===== src/rtl/fuzzify_scheduler.sv =====
// Fuzzifier scheduler: one shared trapezoid evaluator is time-multiplexed across N_MF
// membership functions. A host loads the per-MF breakpoints over the config port.
// A sweep streams one Q1.15 degree per MF, in index order, over a valid/ready handshake.
module fuzzify_scheduler #(
    parameter int unsigned N_MF  = 4,
    parameter int unsigned IDX_W = 3
) (
    input  logic             clk,
    input  logic             rst_n,
    input  logic             cfg_we,
    input  logic [IDX_W-1:0] cfg_idx,
    input  logic [7:0]       cfg_a,
    input  logic [7:0]       cfg_b,
    input  logic [7:0]       cfg_c,
    input  logic [7:0]       cfg_d,
    output logic             cfg_err,
    input  logic             start,
    input  logic [7:0]       x_in,
    output logic             busy,
    output logic [7:0]       trap_x,
    output logic [7:0]       trap_a,
    output logic [7:0]       trap_b,
    output logic [7:0]       trap_c,
    output logic [7:0]       trap_d,
    input  logic [15:0]      trap_mu,
    output logic             mu_valid,
    input  logic             mu_ready,
    output logic [15:0]      mu_out,
    output logic [IDX_W-1:0] mu_idx,
    output logic             done
);

    // The bank is addressed with just enough bits for N_MF slots; idx never passes N_MF-1.
    localparam int unsigned SEL_W = (N_MF > 1) ? $clog2(N_MF) : 1;
    localparam int unsigned DEPTH = 1 << SEL_W;
    localparam logic [IDX_W-1:0] LAST_IDX = IDX_W'(N_MF - 1);
    localparam logic [15:0] MU_MAX = 16'h7FFF;

    typedef enum logic [1:0] {StIdle, StEval, StDrain} state_t;

    state_t             state_q, state_d;
    logic [IDX_W-1:0]   idx_q, idx_d;
    logic [7:0]         x_q, x_d;
    logic               mu_valid_q, mu_valid_d;
    logic [15:0]        mu_out_q, mu_out_d;
    logic [IDX_W-1:0]   mu_idx_q, mu_idx_d;
    logic               done_q, done_d;
    logic               cfg_err_q, cfg_err_d;
    logic [31:0]        bank_q [DEPTH];
    logic [31:0]        bank_sel;
    logic               cfg_order_ok;
    logic               cfg_ok;

    // A write is legal only from IDLE, to an existing slot, with a<=b<=c<=d (signed).
    always_comb begin
        cfg_order_ok = ($signed(cfg_a) <= $signed(cfg_b)) &&
                       ($signed(cfg_b) <= $signed(cfg_c)) &&
                       ($signed(cfg_c) <= $signed(cfg_d));
        cfg_ok       = (state_q == StIdle) && (cfg_idx <= LAST_IDX) && cfg_order_ok;
    end

    // Breakpoint bank; cleared on reset, updated by accepted config writes.
    always_ff @(posedge clk) begin
        if (!rst_n) begin
            for (int unsigned i = 0; i < DEPTH; i++) begin
                bank_q[i] <= '0;
            end
        end else if (cfg_we && cfg_ok) begin
            bank_q[cfg_idx[SEL_W-1:0]] <= {cfg_a, cfg_b, cfg_c, cfg_d};
        end
    end

    // Evaluator operands come straight from the latched input and the selected bank entry.
    always_comb begin
        bank_sel = bank_q[idx_q[SEL_W-1:0]];
        trap_x   = x_q;
        trap_a   = bank_sel[31:24];
        trap_b   = bank_sel[23:16];
        trap_c   = bank_sel[15:8];
        trap_d   = bank_sel[7:0];
    end

    // Sweep sequencing and output-slot management.
    always_comb begin
        state_d    = state_q;
        idx_d      = idx_q;
        x_d        = x_q;
        mu_valid_d = mu_valid_q;
        mu_out_d   = mu_out_q;
        mu_idx_d   = mu_idx_q;
        done_d     = 1'b0;
        cfg_err_d  = cfg_we && !cfg_ok;
        unique case (state_q)
            StIdle: begin
                if (start) begin
                    x_d     = x_in;
                    idx_d   = '0;
                    state_d = StEval;
                end
            end
            StEval: begin
                // Capture only when the slot is empty or its result leaves this cycle.
                if (!mu_valid_q || mu_ready) begin
                    mu_out_d   = (trap_mu > MU_MAX) ? MU_MAX : trap_mu;
                    mu_idx_d   = idx_q;
                    mu_valid_d = 1'b1;
                    if (idx_q == LAST_IDX) begin
                        state_d = StDrain;
                    end else begin
                        idx_d = idx_q + 1'b1;
                    end
                end
            end
            StDrain: begin
                if (mu_valid_q && mu_ready) begin
                    mu_valid_d = 1'b0;
                    done_d     = 1'b1;
                    state_d    = StIdle;
                end
            end
            default: state_d = StIdle;
        endcase
    end

    // State registers with synchronous active-low reset.
    always_ff @(posedge clk) begin
        if (!rst_n) begin
            state_q    <= StIdle;
            idx_q      <= '0;
            x_q        <= '0;
            mu_valid_q <= 1'b0;
            mu_out_q   <= '0;
            mu_idx_q   <= '0;
            done_q     <= 1'b0;
            cfg_err_q  <= 1'b0;
        end else begin
            state_q    <= state_d;
            idx_q      <= idx_d;
            x_q        <= x_d;
            mu_valid_q <= mu_valid_d;
            mu_out_q   <= mu_out_d;
            mu_idx_q   <= mu_idx_d;
            done_q     <= done_d;
            cfg_err_q  <= cfg_err_d;
        end
    end

    // Registered outputs.
    always_comb begin
        busy     = (state_q != StIdle);
        mu_valid = mu_valid_q;
        mu_out   = mu_out_q;
        mu_idx   = mu_idx_q;
        done     = done_q;
        cfg_err  = cfg_err_q;
    end

endmodule

===== config.mk =====
export PLATFORM = sky130hd
export DESIGN_NAME = fuzzify_scheduler
export DESIGN_NICKNAME = d
export VERILOG_FILES = /design/src/rtl/fuzzify_scheduler.sv
export SDC_FILE = /design/constraint.sdc
export NUM_CORES = 1
export LEC_CHECK = 0
export ABC_AREA = 1
export CORE_ASPECT_RATIO = 0.7
export CORE_MARGIN = 4
export CORE_UTILIZATION = 32
export DETAILED_ROUTE_END_ITERATION = 8
export GPL_TIMING_DRIVEN = 0
export PLACE_DENSITY = 0.61
export SYNTH_ARGS = -nofsm -noshare
export SYNTH_HDL_FRONTEND = slang
export SYNTH_SLANG_ARGS = --single-unit

===== constraint.sdc =====
create_clock -name clk -period 5.6 [get_ports clk]
set_input_delay 0.84 -clock clk [delete_from_list [all_inputs] [get_ports clk]]
set_output_delay 0.84 -clock clk [all_outputs]
set_load 0.02 [all_outputs]

**Yosys cells after proc, flatten, opt, wreduce, memory -nomap -nowiden**

Memories as Yosys holds them, arrays and structs flattened. A register that Yosys moved wholly into a read port is not among the register bits.
Index checks and enable logic that the tools add are counted.

- Add/subtract/negate cells: 1
- $lt $le $gt $ge: 5
- Eq/ne operators: 8
- Muxes and demuxes: 23
- Reduce and logical (&&, ||, !) cells: 21

Operator list:

| operator | number |
|---|---|
| $mux 32 | 1 |
| $reduce_or 32->1 | 1 |
| $le 8x8->1 | 3 |
| $gt 16x15->1 const B | 1 |
| $mux 16 | 1 |
| $mux 2 | 7 |
| $ne 2x2->1 const B | 5 |
| $mux 3 | 3 |
| $mux 1 | 8 |
| $reduce_and 4->1 | 2 |
| $logic_and 1x1->1 | 7 |
| $pmux 2 s3 | 1 |
| $pmux 3 s2 | 1 |
| $reduce_and 2->1 | 3 |
| $reduce_bool 2->1 | 3 |
| $add 3x1->3 const B | 1 |
| $eq 3x2->1 const B | 1 |
| $le 3x2->1 const B | 1 |
| $reduce_and 3->1 | 1 |
| $eq 2x1->1 const B | 1 |
| $eq 2x2->1 const B | 1 |
| $logic_not 1->1 | 2 |
| $logic_not 2->1 | 1 |
| $pmux 1 s2 | 1 |
| $logic_or 1x1->1 | 1 |

- Register bits after elaboration: 35
- RAM bits: 128
- Bits of input ports: 64
- Output and inout bits: 63
- Logic and storage cells: 67
- Memories: 1

Memory list:

| memory | words | bits a word | read ports | clocked after Yosys merged registers in | wr ports | line | RTL |
|---|---|---|---|---|---|---|---|
| bank_q | 4 | 32 | 1 | 1 | 4 | 49 | `logic [31:0] bank_q [DEPTH];` |

**Longest topological paths before layout**

Gate-level depths: netlist of run 1.

- Word-level depth: 10
- Depth in mapped cells: 17
- Gate-level depth less buffers: 17

**Worst setup path before layout of run 1**

No wires, ideal clock.

- Kind: in2reg
- From: input port cfg_c[5]
- To: memory bank_q[2][0], enable pin
- Library setup time: 0.389 ns
- Data arrival time: 2.937 ns
- Path slack: 2.273 ns
- Stages: 12
- Buffers on the path: 1
- Path through: inv_1 ha_1 a21oi_1 nor2_1 nor2_1 nand3_1 nand3_1 nand3_4 nor2_8 nand4_4 buf_4 nand2_1

RTL lines:

| element | line | RTL |
|---|---|---|
| from (decl) | 14 | `input logic [7:0] cfg_c,` |
| to (decl) | 49 |  |

==> out/summary.txt, run 1 <==
outcome: finished, final reports clean
antenna-violating nets left: 0
Synth Cell Area: 7471 sq um
die height: 135.8 microns
commonest non-fill, non-tap cell in the layout: nor2_1
Cell variety after synth: 28
FILL cells: 2234
Synthesized Nets: 862
post-layout instance count excluding filler cells: 1242
n_diodes: 0
final clock skew: 0.01068 ns
Max-Cap Viols: 0
I/O pin total: 127
crit start category: input port
worst-case vdd ir drop: 0.0002113 V
critical path required time: 5.64 ns
row cnt: 46
Pins Over Slew Limit: 0
# H-tree levels: 4
largest net degree at the start of global routing: 33
combinational family with the most area after synthesis: simple AND/OR/NAND/NOR gates
Root Buffer: clkbuf_16
final worst setup slack: 1.726 ns
Hold Slack: 0.4544 ns
Setup Viol. Count Final: 0
FF+latch area: 4584 sq um
core region area: 22790 sq um
most frequent cells in the layout: 236 x nor2_1, 128 x edfxtp_1, 125 x clkdlybuf4s50_1
initial cell density of the core: 0.3278
Final Hold Viols: 0
HP Class: register to register
TNS Setup: 0 ns
cts bufs inserted: 17
CP Class: input port to register
Final period util: 0.6918
number of synthesis warnings: 0
share of cells above drive strength 1: 0.06129
WP data arrival: 3.92 ns
Fmax achieved: 0.2581 GHz
Mean Syn Cell Area: 9.677 sq um
initial antenna violation count: 1
CTS clk-pin slew, worst paths: 0.06 ns
Setup crit end kind: register
initial DRC count: 489
hold buffers post-CTS: 0
Final GP Congestion: 0.7592
worst rel slew slack: 0.3753
Register-to-Register Setup Slack: 3.01 ns
layout net count: 1007
clk_lat worst skew: 0.43 ns
RSZ-0062 raised after global routing: false
Die X-Extent: 190.6 microns
CTS tree: built
final core utilization: 0.4260
Synth Area in Compound Gates: 0.1109
fin crit period: 3.874 ns
Vias/cell: 4.779
first-pass GRT wire length: 33440 microns
vias in the first global route: 5907
placed cells: 1210
P_leak: 3.890 nW
global-route usage over all layers: 0.1701
die footprint: 25890 sq um
post-DP HPWL: 14740 microns
CTS Sinks: 165
share of the yosys chip area belonging to registers: 0.6136
Post-Place Worst Slack: 1.282 ns
Routed WL: 21540 microns
CTS Buffer Depth: 2
xor and xnor area share after synthesis: 0
drc violations: 0
multi-input logic area: 2459 sq um
DR vias: 5935
Simple-Gate Fraction of Synth Area: 0.1737
1st-pass router iterations: 5
Syn-to-layout area delta: 29.96%
CTS resizes: 0
Seq cells post-synth: 165
Port-buffer cells: 125
Cell Pwr Density: 313.9 nW/um^2
Adder-Cell Fraction of Synth Area: 0.04354
mux cell area share after synthesis: 0
cells after synthesis: 772
average wire per standard cell: 17.34 microns
GRT Residual Overflow: 0
crit path max fanout: 32
setup bufs post-CTS: 0
Least-Margin Pin Slew: 0.9338 ns
## per-stage QoR
step	power, mW	area, sq um
2_1_floorplan	1.680	7471
3_3_place_gp	1.921	9112
3_5_place_dp	1.928	9140
4_1_cts	3.078	9709
5_1_grt	3.176	9709
6_report	3.048	9709
## final timing paths
path | startpoint | endpoint | depth (start not counted)
worst min register to register | mu_out[15]$_SDFFE_PN0P_ | mu_out[15]$_SDFFE_PN0P_ | 2
worst max register to register | state_q[1]$_SDFFE_PN0P_ | bank_q[1][11]$_SDFFCE_PN0P_ | 8
worst max-delay path | cfg_c[7] | bank_q[1][11]$_SDFFCE_PN0P_ | 14
worst min-delay path | mu_out[15]$_SDFFE_PN0P_ | mu_out[15]$_SDFFE_PN0P_ | 2
## worst max-delay path, cell delays in order
cell	delay [ns]
clkdlybuf4s50_1	0.60
inv_1	0.15
ha_1	0.32
nand2_1	0.07
nor2_1	0.15
nand2_1	0.09
nand2_1	0.06
nand2_1	0.05
nand3_1	0.18
nand3_4	0.12
nor2_8	0.15
nand3_2	0.16
buf_2	0.25
nand2_2	0.70
## routing by layer
layer  up-vias  global-route usage  part of all wire
met4         2             0.03469            0.0060
met5         -                   0           0.00051
met3        12             0.05878             0.097
li1       2896                   -                 -
met2       228              0.2613              0.44
met1      2797              0.2356              0.46
## synthesized netlist by cell type
master	n	area (sq um)
nor2_8	1	20.02
a31oi_1	1	6.260
inv_2	2	7.510
nand2_2	1	6.260
o21bai_1	1	7.510
clkinv_1	3	11.26
a21oi_1	28	140.1
buf_1	2	7.510
nand3_1	7	35.03
clkbuf_1	25	93.84
nor3_1	2	10.01
nand2_1	67	251.5
nor2_1	236	885.9
o21a_1	1	7.510
buf_4	2	15.01
edfxtp_1	128	3844
buf_6	4	45.04
dfxtp_1	37	740.7
nand4_4	2	42.54
inv_1	60	225.2
nand3_4	1	17.52
nand4_1	2	12.51
or2_0	1	6.260
nand3_2	1	10.01
o22ai_1	33	206.5
ha_1	26	325.3
o21ai_0	92	460.4
buf_2	6	30.03
## state kept, by name (all words and copies together) (netlist names), named ones only
| signal | count |
|---|---|
| bank_q | 128 |
| cfg_err | 1 |
| done | 1 |
| idx_q | 3 |
| mu_idx | 3 |
| mu_out | 16 |
| mu_valid | 1 |
| state_q | 2 |
| trap_x | 8 |
## where the power goes
group / internal, mW / total (mW) / switching [mW]
registers: 1.37 / 1.39 / 0.0210
logic: 0.199 / 0.505 / 0.305
clock network: 0.623 / 1.15 / 0.527
## cell families after synthesis
logic type                 after synthesis
AOI/OAI and AO/OA                      156
adders and majority gates               26
buffers and inverters                  104
DFF                                    165
and+or+nand+nor                        321
## cell type report
class | instances | area share
inverters | 65 | 0.02513
multi-input cells | 503 | 0.2532
clock buffers | 17 | 0.04381
plain buffers | 39 | 0.01972
well taps | 312 | 0.04021
repair buffers | 126 | 0.1309
flip-flops and latches | 165 | 0.4722
clock inverters | 15 | 0.01482
Power figures use the tool's default switching activity.
==> inputs of run 2 (changes only) <==
--- a/config.mk
+++ b/config.mk
@@ -11,7 +11,7 @@
 export CORE_UTILIZATION = 32
 export DETAILED_ROUTE_END_ITERATION = 8
 export GPL_TIMING_DRIVEN = 0
-export PLACE_DENSITY = 0.61
+export PLACE_DENSITY = 0.63
 export SYNTH_ARGS = -nofsm -noshare
 export SYNTH_HDL_FRONTEND = slang
 export SYNTH_SLANG_ARGS = --single-unit
==> constraint.sdc (replaced) <==
create_clock -name clk -period 3.17 [get_ports clk]
set_input_delay 0.4755 -clock clk [delete_from_list [all_inputs] [get_ports clk]]
set_output_delay 0.4755 -clock clk [all_outputs]
set_load 0.02 [all_outputs]
==> run 2 against run 1 <==
Clock-buffer cell count up 1; hold slack worse by 0.0065 ns; core utilization up 0.94 points; setup slack worse by 1.6 ns; critical path type is now register to primary output; critical endpoint is now trap_b[0].
==> out/summary.txt, run 2 (synthesis gave the netlist of run 1 again) <==
most frequent cells in the layout: 236 x nor2_1, 128 x edfxtp_1, 125 x clkdlybuf4s50_1
power share of the clock group: 0.389
Die X-Extent: 190.6 microns
CTS Buffer Depth: 2
HP Class: register to register
worst rel slew slack: 0.03470
initial DRC count: 506
Post-Place Cell Area: 9120 sq um
RSZ-0062 raised after global routing: true
row cnt: 46
CTS tree: built
Register-to-Register Setup Slack: 1.04 ns
post-DP HPWL: 14570 microns
# H-tree levels: 4
Worst R2R Path Depth: 9
P_int: 4.043 mW
n_diodes: 0
GRT Residual Overflow: 0
DR vias: 5988
critical path required time: 2.69 ns
clk_lat worst skew: 0.43 ns
die footprint: 25890 sq um
Max-Cap Viols: 0
Final period util: 0.9697
Final Hold Viols: 0
largest net degree at the start of global routing: 33
Least-Margin Pin Slew: 1.448 ns
core region area: 22790 sq um
Pins Over Slew Limit: 0
Final GP Congestion: 0.8063
reg-to-reg endpoint: bank_q[1][4]$_SDFFCE_PN0P_
average wire per standard cell: 17.57 microns
post-layout instance count excluding filler cells: 1247
fin crit period: 3.074 ns
vias in the first global route: 5822
final clock skew: 0.01250 ns
cts bufs inserted: 17
Vias/cell: 4.802
post-route cell area: 9925 sq um
outcome: finished, final reports clean
crit path max fanout: 10
P_leak: 4.000 nW
initial cell density of the core: 0.3278
hold buffers post-CTS: 0
share of cells above drive strength 1: 0.07914
switching pwr: 1.491 mW
Endpoint, Worst Hold: mu_out[15]$_SDFFE_PN0P_
drc violations: 0
WP data arrival: 2.60 ns
switching share of power: 0.2695
die height: 135.8 microns
global-route usage over all layers: 0.1668
number of cells on the worst hold path: 2
Syn-to-layout area delta: 32.84%
CP Class: register to primary output
Total Power: 5.534 mW
layout net count: 1013
Flop pwr share: 0.445
first-pass GRT wire length: 32670 microns
Setup crit end kind: primary output
Root Buffer: clkbuf_16
most flop-heavy register: bank_q
worst-case vdd ir drop: 0.0003763 V
placed cells: 1209
commonest non-fill, non-tap cell in the layout: nor2_1
TNS Setup: 0 ns
Largest register FFs: 128
initial antenna violation count: 0
Cell Pwr Density: 557.6 nW/um^2
Routed WL: 21910 microns
Comb pwr share: 0.166
I/O pin total: 127
hold path start: mu_out[15]$_SDFFE_PN0P_
crit start category: register
Setup Viol. Count Final: 0
CTS Sinks: 165
Port-buffer cells: 125
antenna-violating nets left: 0
Fmax achieved: 0.3253 GHz
1st-pass router iterations: 6
FF-to-FF Start: state_q[1]$_SDFFE_PN0P_
CTS clk-pin slew, worst paths: 0.06 ns
[run 2: cell types whose count changed in the layout (fill, tap and decap cells not counted), sizes merged]
cell,previous run,this run
nand2,68,71
clkinvlp,4,3
clkinv,6,5
buf,15,18
inv,69,67
clkbuf,42,43
bufinv,1,3
[run 2: stage by stage]
stage	setup slack (ns)	utilization	hold slack [ns]
after global placement	-1.296	0.3998	0.4428
after CTS	0.004182	0.4276	0.4492
after global routing	-0.04100	0.4354	0.4784
after detailed placement	-0.7664	0.4001	0.4340
final	0.09619	0.4354	0.4478
after floorplan	0.2080	-	0.4453
[run 2: power by group through the flow]
stage	registers (mW)	clock network [mW]	logic, mW
floorplan	2.55	0	0.419
global placement	2.51	0	0.884
detailed placement	2.51	0	0.890
CTS	2.47	2.18	0.894
global route	2.47	2.28	0.999
finish	2.47	2.15	0.918
[run 2: repair_timing]
action	4_1_cts	5_1_grt
setup buffers	0	5
pin swaps	0	0
endpoints found under the setup margin	160	142
cloned	0	3
gates resized for setup	6	26
[run 2: routing by layer]
metal	track usage	up-vias	wire length [microns]
li1	-	2914	-
met1	0.2336	2839	10180
met2	0.2543	213	9592
met3	0.05159	22	1936
met4	0.04107	0	199
met5	0	-	0
[run 2: layout make-up]
class	count	area, sq um
repair buffers	130	1351
clock inverters	13	172.7
plain buffers	38	202.7
flip-flops and latches	165	4586
multi-input cells	506	2542
clock buffers	18	429.2
well taps	312	390.4
inverters	65	250.2
fillers	2232	12870
[run 2: worst max-delay path by stage]
| stage | from | to |
|---|---|---|
| after detailed placement | cfg_c[7] | bank_q[0][18]$_SDFFCE_PN0P_ |
| after global placement | cfg_c[7] | bank_q[0][10]$_SDFFCE_PN0P_ |
| after global routing | cfg_c[7] | bank_q[1][4]$_SDFFCE_PN0P_ |
| after floorplan | cfg_c[5] | bank_q[2][0]$_SDFFCE_PN0P_ |
| final | register | trap_b[0] |
| after CTS | cfg_c[7] | bank_q[0][21]$_SDFFCE_PN0P_ |
[run 2: worst max-delay path: stages, from the launching register on]
cell	delay [ns]
dfxtp_1	0.38
inv_1	0.17
clkbuf_1	0.46
o21ai_0	0.22
o22ai_1	0.26
clkdlybuf4s50_1	0.67
==> RTL change 1, RTL diff (flow settings as in run 2) <==
The localparam `MU_MAX` goes from 16'h7FFF to 16'h3FFF.
--- a/src/rtl/fuzzify_scheduler.sv
+++ b/src/rtl/fuzzify_scheduler.sv
@@ -34,7 +34,7 @@
     localparam int unsigned SEL_W = (N_MF > 1) ? $clog2(N_MF) : 1;
     localparam int unsigned DEPTH = 1 << SEL_W;
     localparam logic [IDX_W-1:0] LAST_IDX = IDX_W'(N_MF - 1);
-    localparam logic [15:0] MU_MAX = 16'h7FFF;
+    localparam logic [15:0] MU_MAX = 16'h3FFF;
 
     typedef enum logic [1:0] {StIdle, StEval, StDrain} state_t;
 
Function: changed (a bounded check fails within 4 cycles, from zero or initial values and one cycle with rst_n low).
==> RTL change 1 against run 2 <==
Register-to-register slack improved by 0.09 ns; total power down 0.30%; area after synthesis increased by 0.52%; largest power group unchanged; routed wire length rose by 0.23%; final area rose by 0.14%; highest routed layer unchanged; sequential cell count unchanged; setup slack better by 0.011 ns.
==> RTL change 1: results (changes against run 2) <==
- Number of antenna violations at the first check in global routing: 0 (unchanged)
- Largest voltage drop on the vdd net: 0.0004280 V (+14%)
- Number of global-route vias before repair: 5811 (-0.19%)
- Maximum fanout along the worst path: 10 (unchanged)
- Worst path top cell family by delay: buffers and inverters
- Worst clock skew on the final layout: 0.01334 ns (+0.0008332 ns)
- DR vias: 5987 (-0.017%)
- Worst skew pair latency: 0.43 ns (about the same)
- Count of TritonRoute iterations in the first routing pass: 5 (-1)
- Post-Route WL: 21.96 mm (+0.23%)
- First-pass GRT wire length: 33.35 mm (+2.1%)
- Port Buffer Count: 126 (+0.80%)
- Longest Clk Path Bufs: 2 (unchanged)
- Largest cells by area after synthesis: edfxtp_1 (51%), nor2_1 (11%), dfxtp_1 (9.9%)
- Maximum number of pins on one net before global-route repair: 33 (unchanged)
- DR iter-0 viols: 543 (+7.3%)
- Clock slew at the register clock pins of the worst setup and hold paths: 0.07 ns
- Flip-flop count of the largest register, all copies and words added: 128 (unchanged)
- HPWL reported at the end of detailed placement: 14.96 mm (+2.7%)
- Total Routing Usage GR: 0.1688 (+0.001984)
- Number of H-tree branching levels: 4 (unchanged)
- Sequential share of the synthesized area: 0.6105 (-0.003169)
- Slowest stage cell, crit path: clkdlybuf4s50_1
- Worst-case setup slack after placement: -0.6702 ns (+0.09622 ns)
- Net count reported at finish: 1010 (-0.30%)
- Predominant post-synthesis flop cell: edfxtp_1
- Critical path arrival: 2.59 ns (about the same)
- Clock tree root buffer cell: clkbuf_16
- Netlist cell types: 27 (-3.6%)
- Status: complete, no violations
- Net count of the mapped netlist: 860 (-0.23%)
- Total leakage power: 4.053 nW (+1.3%)
- RD Place Congestion: 0.7998 (-0.81%)
- Cell types with the highest counts after synthesis: nor2_1 (230), edfxtp_1 (128), o21ai_0 (91)
- Rel. slew slack: 0.3288 (+0.2941)
- Layout cell share with drive strength beyond 1: 0.08896 (+0.009816)
- Worst stage delay on the critical path: between 0.6 and 0.7 ns
- Placed Instance Area: 9216 um^2 (+1.1%)
- Register containing the most flip-flops in the final layout: bank_q
- Worst hold path class: reg2reg
==> RTL change 1: cell types whose count changed in the layout (fill, tap and decap cells not counted), sizes merged, moves of 2 or more <==
cell	run 2	this run
a21o	0	3
clkinvlp	3	1
clkinv	5	7
a21oi	28	26
nand3	9	7
nor2	237	235
inv	67	70
==> RTL change 1: stage by stage <==
stage | utilization | std cells
6_report | 0.4349 | 1245
5_1_grt | 0.4349 | 1245
4_1_cts | 0.4302 | 1242
3_5_place_dp | 0.4034 | 1210
3_3_place_gp | 0.4009 | 1208
2_1_floorplan | - | 770
==> RTL change 1: layout make-up <==
cell class	instances	area [um^2]
Inverter	66	251.5
Buffer	38	232.7
Multi-Input combinational cell	501	2525
Sequential cell	165	4584
Clock inverter	14	163.9
Timing Repair Buffer	131	1361
Fill cell	2221	12910
Tap cell	312	390.4
Clock buffer	18	429.2
==> RTL change 1: worst min-delay path: stages (launching register included) <==
cell and delay, ns:
dfxtp_1 0.31, nand2_1 0.05, nor2_1 0.04
==> RTL change 1: report_power, final <==
part           switching [mW]  total [mW]  internal [mW]
clock                   0.946        2.13           1.19
combinational           0.550       0.924          0.374
sequential             0.0384        2.46           2.42
total                    1.53        5.52           3.98
==> RTL change 1: repair_timing <==
item	in CTS	in global routing
endpoints found under the setup margin	81	123
pin swaps	0	0
setup buffers	0	2
gates resized for setup	10	22
gates cloned	0	1
hold buffers	0	0
==> RTL change 1: logic make-up (layout without fill, tap and decap cells) <==
logic type | after synthesis | in the layout | share of synthesized area
compound gates | 154 | 154 | 0.1093
fa+ha+maj | 26 | 26 | 0.04332
buf+inv | 104 | 267 | 0.06148
flops | 165 | 165 | 0.6105
simple gates | 321 | 321 | 0.1754
==> RTL change 1: routing by layer <==
metal	GRT usage	up-vias	share of wire
met1	0.2422	2805	0.46
met5	0	-	0
li1	-	2891	-
met2	0.2508	267	0.43
met4	0.03828	0	0.012
met3	0.05287	24	0.11
==> RTL change 1: path summary, 6_finish.rpt <==
path | start | endpoint | slack (ns) | cells past startpoint
setup / recovery | flip-flop | trap_b[6] | 0.11 | 4
hold / removal | mu_out[14] | mu_out[14] | 0.43 | 2
setup reg to reg | state_q[1] | bank_q[3][25] | 1.13 | 9
hold reg to reg | mu_out[14] | mu_out[14] | 0.43 | 2
==> RTL change 2, RTL diff (config.mk and constraints of run 2) <==
Made on the original files. Register the input `cfg_d` before use, cleared by the reset. The logic sees it one clock later. The other inputs are not delayed to match.
--- a/src/rtl/fuzzify_scheduler.sv
+++ b/src/rtl/fuzzify_scheduler.sv
@@ -38,6 +38,16 @@
 
     typedef enum logic [1:0] {StIdle, StEval, StDrain} state_t;
 
+    logic [7:0] cfg_d_q;
+
+    always_ff @(posedge clk) begin
+        if (!rst_n) begin
+            cfg_d_q <= '0;
+        end else begin
+            cfg_d_q <= cfg_d;
+        end
+    end
+
     state_t             state_q, state_d;
     logic [IDX_W-1:0]   idx_q, idx_d;
     logic [7:0]         x_q, x_d;
@@ -55,7 +65,7 @@
     always_comb begin
         cfg_order_ok = ($signed(cfg_a) <= $signed(cfg_b)) &&
                        ($signed(cfg_b) <= $signed(cfg_c)) &&
-                       ($signed(cfg_c) <= $signed(cfg_d));
+                       ($signed(cfg_c) <= $signed(cfg_d_q));
         cfg_ok       = (state_q == StIdle) && (cfg_idx <= LAST_IDX) && cfg_order_ok;
     end
 
@@ -66,7 +76,7 @@
                 bank_q[i] <= '0;
             end
         end else if (cfg_we && cfg_ok) begin
-            bank_q[cfg_idx[SEL_W-1:0]] <= {cfg_a, cfg_b, cfg_c, cfg_d};
+            bank_q[cfg_idx[SEL_W-1:0]] <= {cfg_a, cfg_b, cfg_c, cfg_d_q};
         end
     end
 
Function: changed (a bounded check fails within 4 cycles, from zero or initial values and one cycle with rst_n low).
==> RTL change 2 against run 2 <==
Sequential cell count up 8; combinational power decreased by 2%; area after synthesis grew 3.2%; core utilization decreased by 1.0 points; routed wire length decreased by 2.4%; sequential share of layout area rose by 0.88 points; final area increased by 1.5%; total power up 1.3%; setup slack got worse by 0.0029 ns; count of clock-buffer cells in the layout is 9 higher; largest power group unchanged.
==> RTL change 2: results (changes against run 2) <==
- RD Place Congestion: 0.8113 (+0.62%)
- Met1 WL: 10.26 mm (+0.75%)
- Worst hold path class: reg2reg
- Post-Route WL: 21.38 mm (-2.4%)
- Routed wl met3: 1.974 mm (+2.0%)
- Count of TritonRoute iterations in the first routing pass: 5 (-1)
- Met1 routing resource usage after global routing: 0.2336 (about the same)
- Number of global-route vias before repair: 5858 (+0.62%)
- Layout cell share with drive strength beyond 1: 0.07895 (-0.0001970)
- Number of buffers created by CTS: 17 (unchanged)
- Status: complete, no violations
- Length in cells of the worst reg-to-reg path: 12 (+3)
- Routed met2 length: 8.883 mm (-7.4%)
- Largest cells by area after synthesis: edfxtp_1 (50%), dfxtp_1 (12%), nor2_1 (11%)
- Net count reported at finish: 1027 (+1.4%)
- Sequential share of the synthesized area: 0.6152 (+0.001552)
- Rel. slew slack: 0.2514 (+0.2167)
- Total leakage power: 4.080 nW (+2.0%)
- Count of flip-flops with a built-in enable after synthesis: 128 (unchanged)
- Worst-case setup slack after placement: -0.6977 ns (+0.06867 ns)
- Met3 track utilization from global routing: 0.05658 (+0.004989)
- Netlist cell types: 25 (-11%)
- Synthesized instance count: 789 (+2.2%)
- Maximum fanout along the worst path: 10 (unchanged)
- DR iter-0 viols: 530 (+4.7%)
- Number of H-tree branching levels: 4 (unchanged)
- Worst clock skew on the final layout: 0.007785 ns (-0.004718 ns)
- Worst skew pair latency: 0.44 ns
- Placed Instance Area: 9397 um^2 (+3.0%)
- Placed cell count: 1233 (+2.0%)
- First-pass GRT wire length: 33.17 mm (+1.5%)
- Slowest stage cell, crit path: clkdlybuf4s50_1
- HPWL reported at the end of detailed placement: 14.79 mm (+1.5%)
- Cell types with the highest counts after synthesis: nor2_1 (232), edfxtp_1 (128), o21ai_0 (92)
- DR vias: 5982 (-0.10%)
- Net count of the mapped netlist: 879 (+2.0%)
- Largest voltage drop on the vdd net: 0.0003606 V (-4.2%)
- M2 GR Usage: 0.2377 (-0.01661)
- Routed wire length per instance: 16.86 um (-4.0%)
- Post_cts resized: 7 (+1)
- Total Routing Usage GR: 0.1640 (-0.002840)
- Clock tree root buffer cell: clkbuf_16
RTL change 2: changes by cell type in the layout (fill, tap and decap cells not counted), sizes merged, moves of 2 or more:
| cell | run 2 | this run |
|---|---|---|
| nand4 | 4 | 6 |
| clkinvlp | 3 | 0 |
| clkbuf | 43 | 54 |
| dfxtp | 37 | 45 |
| nand2 | 71 | 73 |
RTL change 2: power breakdown:
part           internal, mW  total (mW)  switching (mW)  leakage (nW)
logic                 0.362       0.904           0.542          2.08
registers              2.53        2.57          0.0397          1.70
clock network          1.27        2.13           0.860         0.298
RTL change 2: logic make-up after synthesis:
family | synth area share
buffers and inverters | 0.06230
AO/OA/AOI/OAI | 0.1058
AND/OR/NAND/NOR | 0.1746
adder cells (fa/ha/maj) | 0.04218
flip-flops | 0.6152
RTL change 2: final timing paths:
check             start            end  slack, ns
max           flip-flop      trap_b[0]       0.09
min          mu_out[15]     mu_out[15]       0.44
max reg2reg  cfg_d_q[7]  bank_q[0][18]       0.62
min reg2reg  mu_out[15]     mu_out[15]       0.44
RTL change 2: layout make-up:
cell class                      instances  area (um^2)
Clock inverter                          5        80.08
Sequential cell                       173         4745
Clock buffer                           27        515.5
Buffer                                 40        236.5
Timing Repair Buffer                  129         1301
Tap cell                              318        397.9
Inverter                               69        265.3
Multi-Input combinational cell        507         2536
Fill cell                            2288        13620
RTL change 2: worst register-to-register path, cell delays in order, from the launching register on:
cell,delay (ns)
dfxtp_1,0.30
inv_1,0.18
ha_1,0.31
a21o_1,0.19
nor2_1,0.13
nand3_1,0.10
nand3_2,0.10
nand2_4,0.07
nor2_8,0.17
nand4_4,0.14
buf_6,0.19
nand2_8,0.15
buf_16,0.21
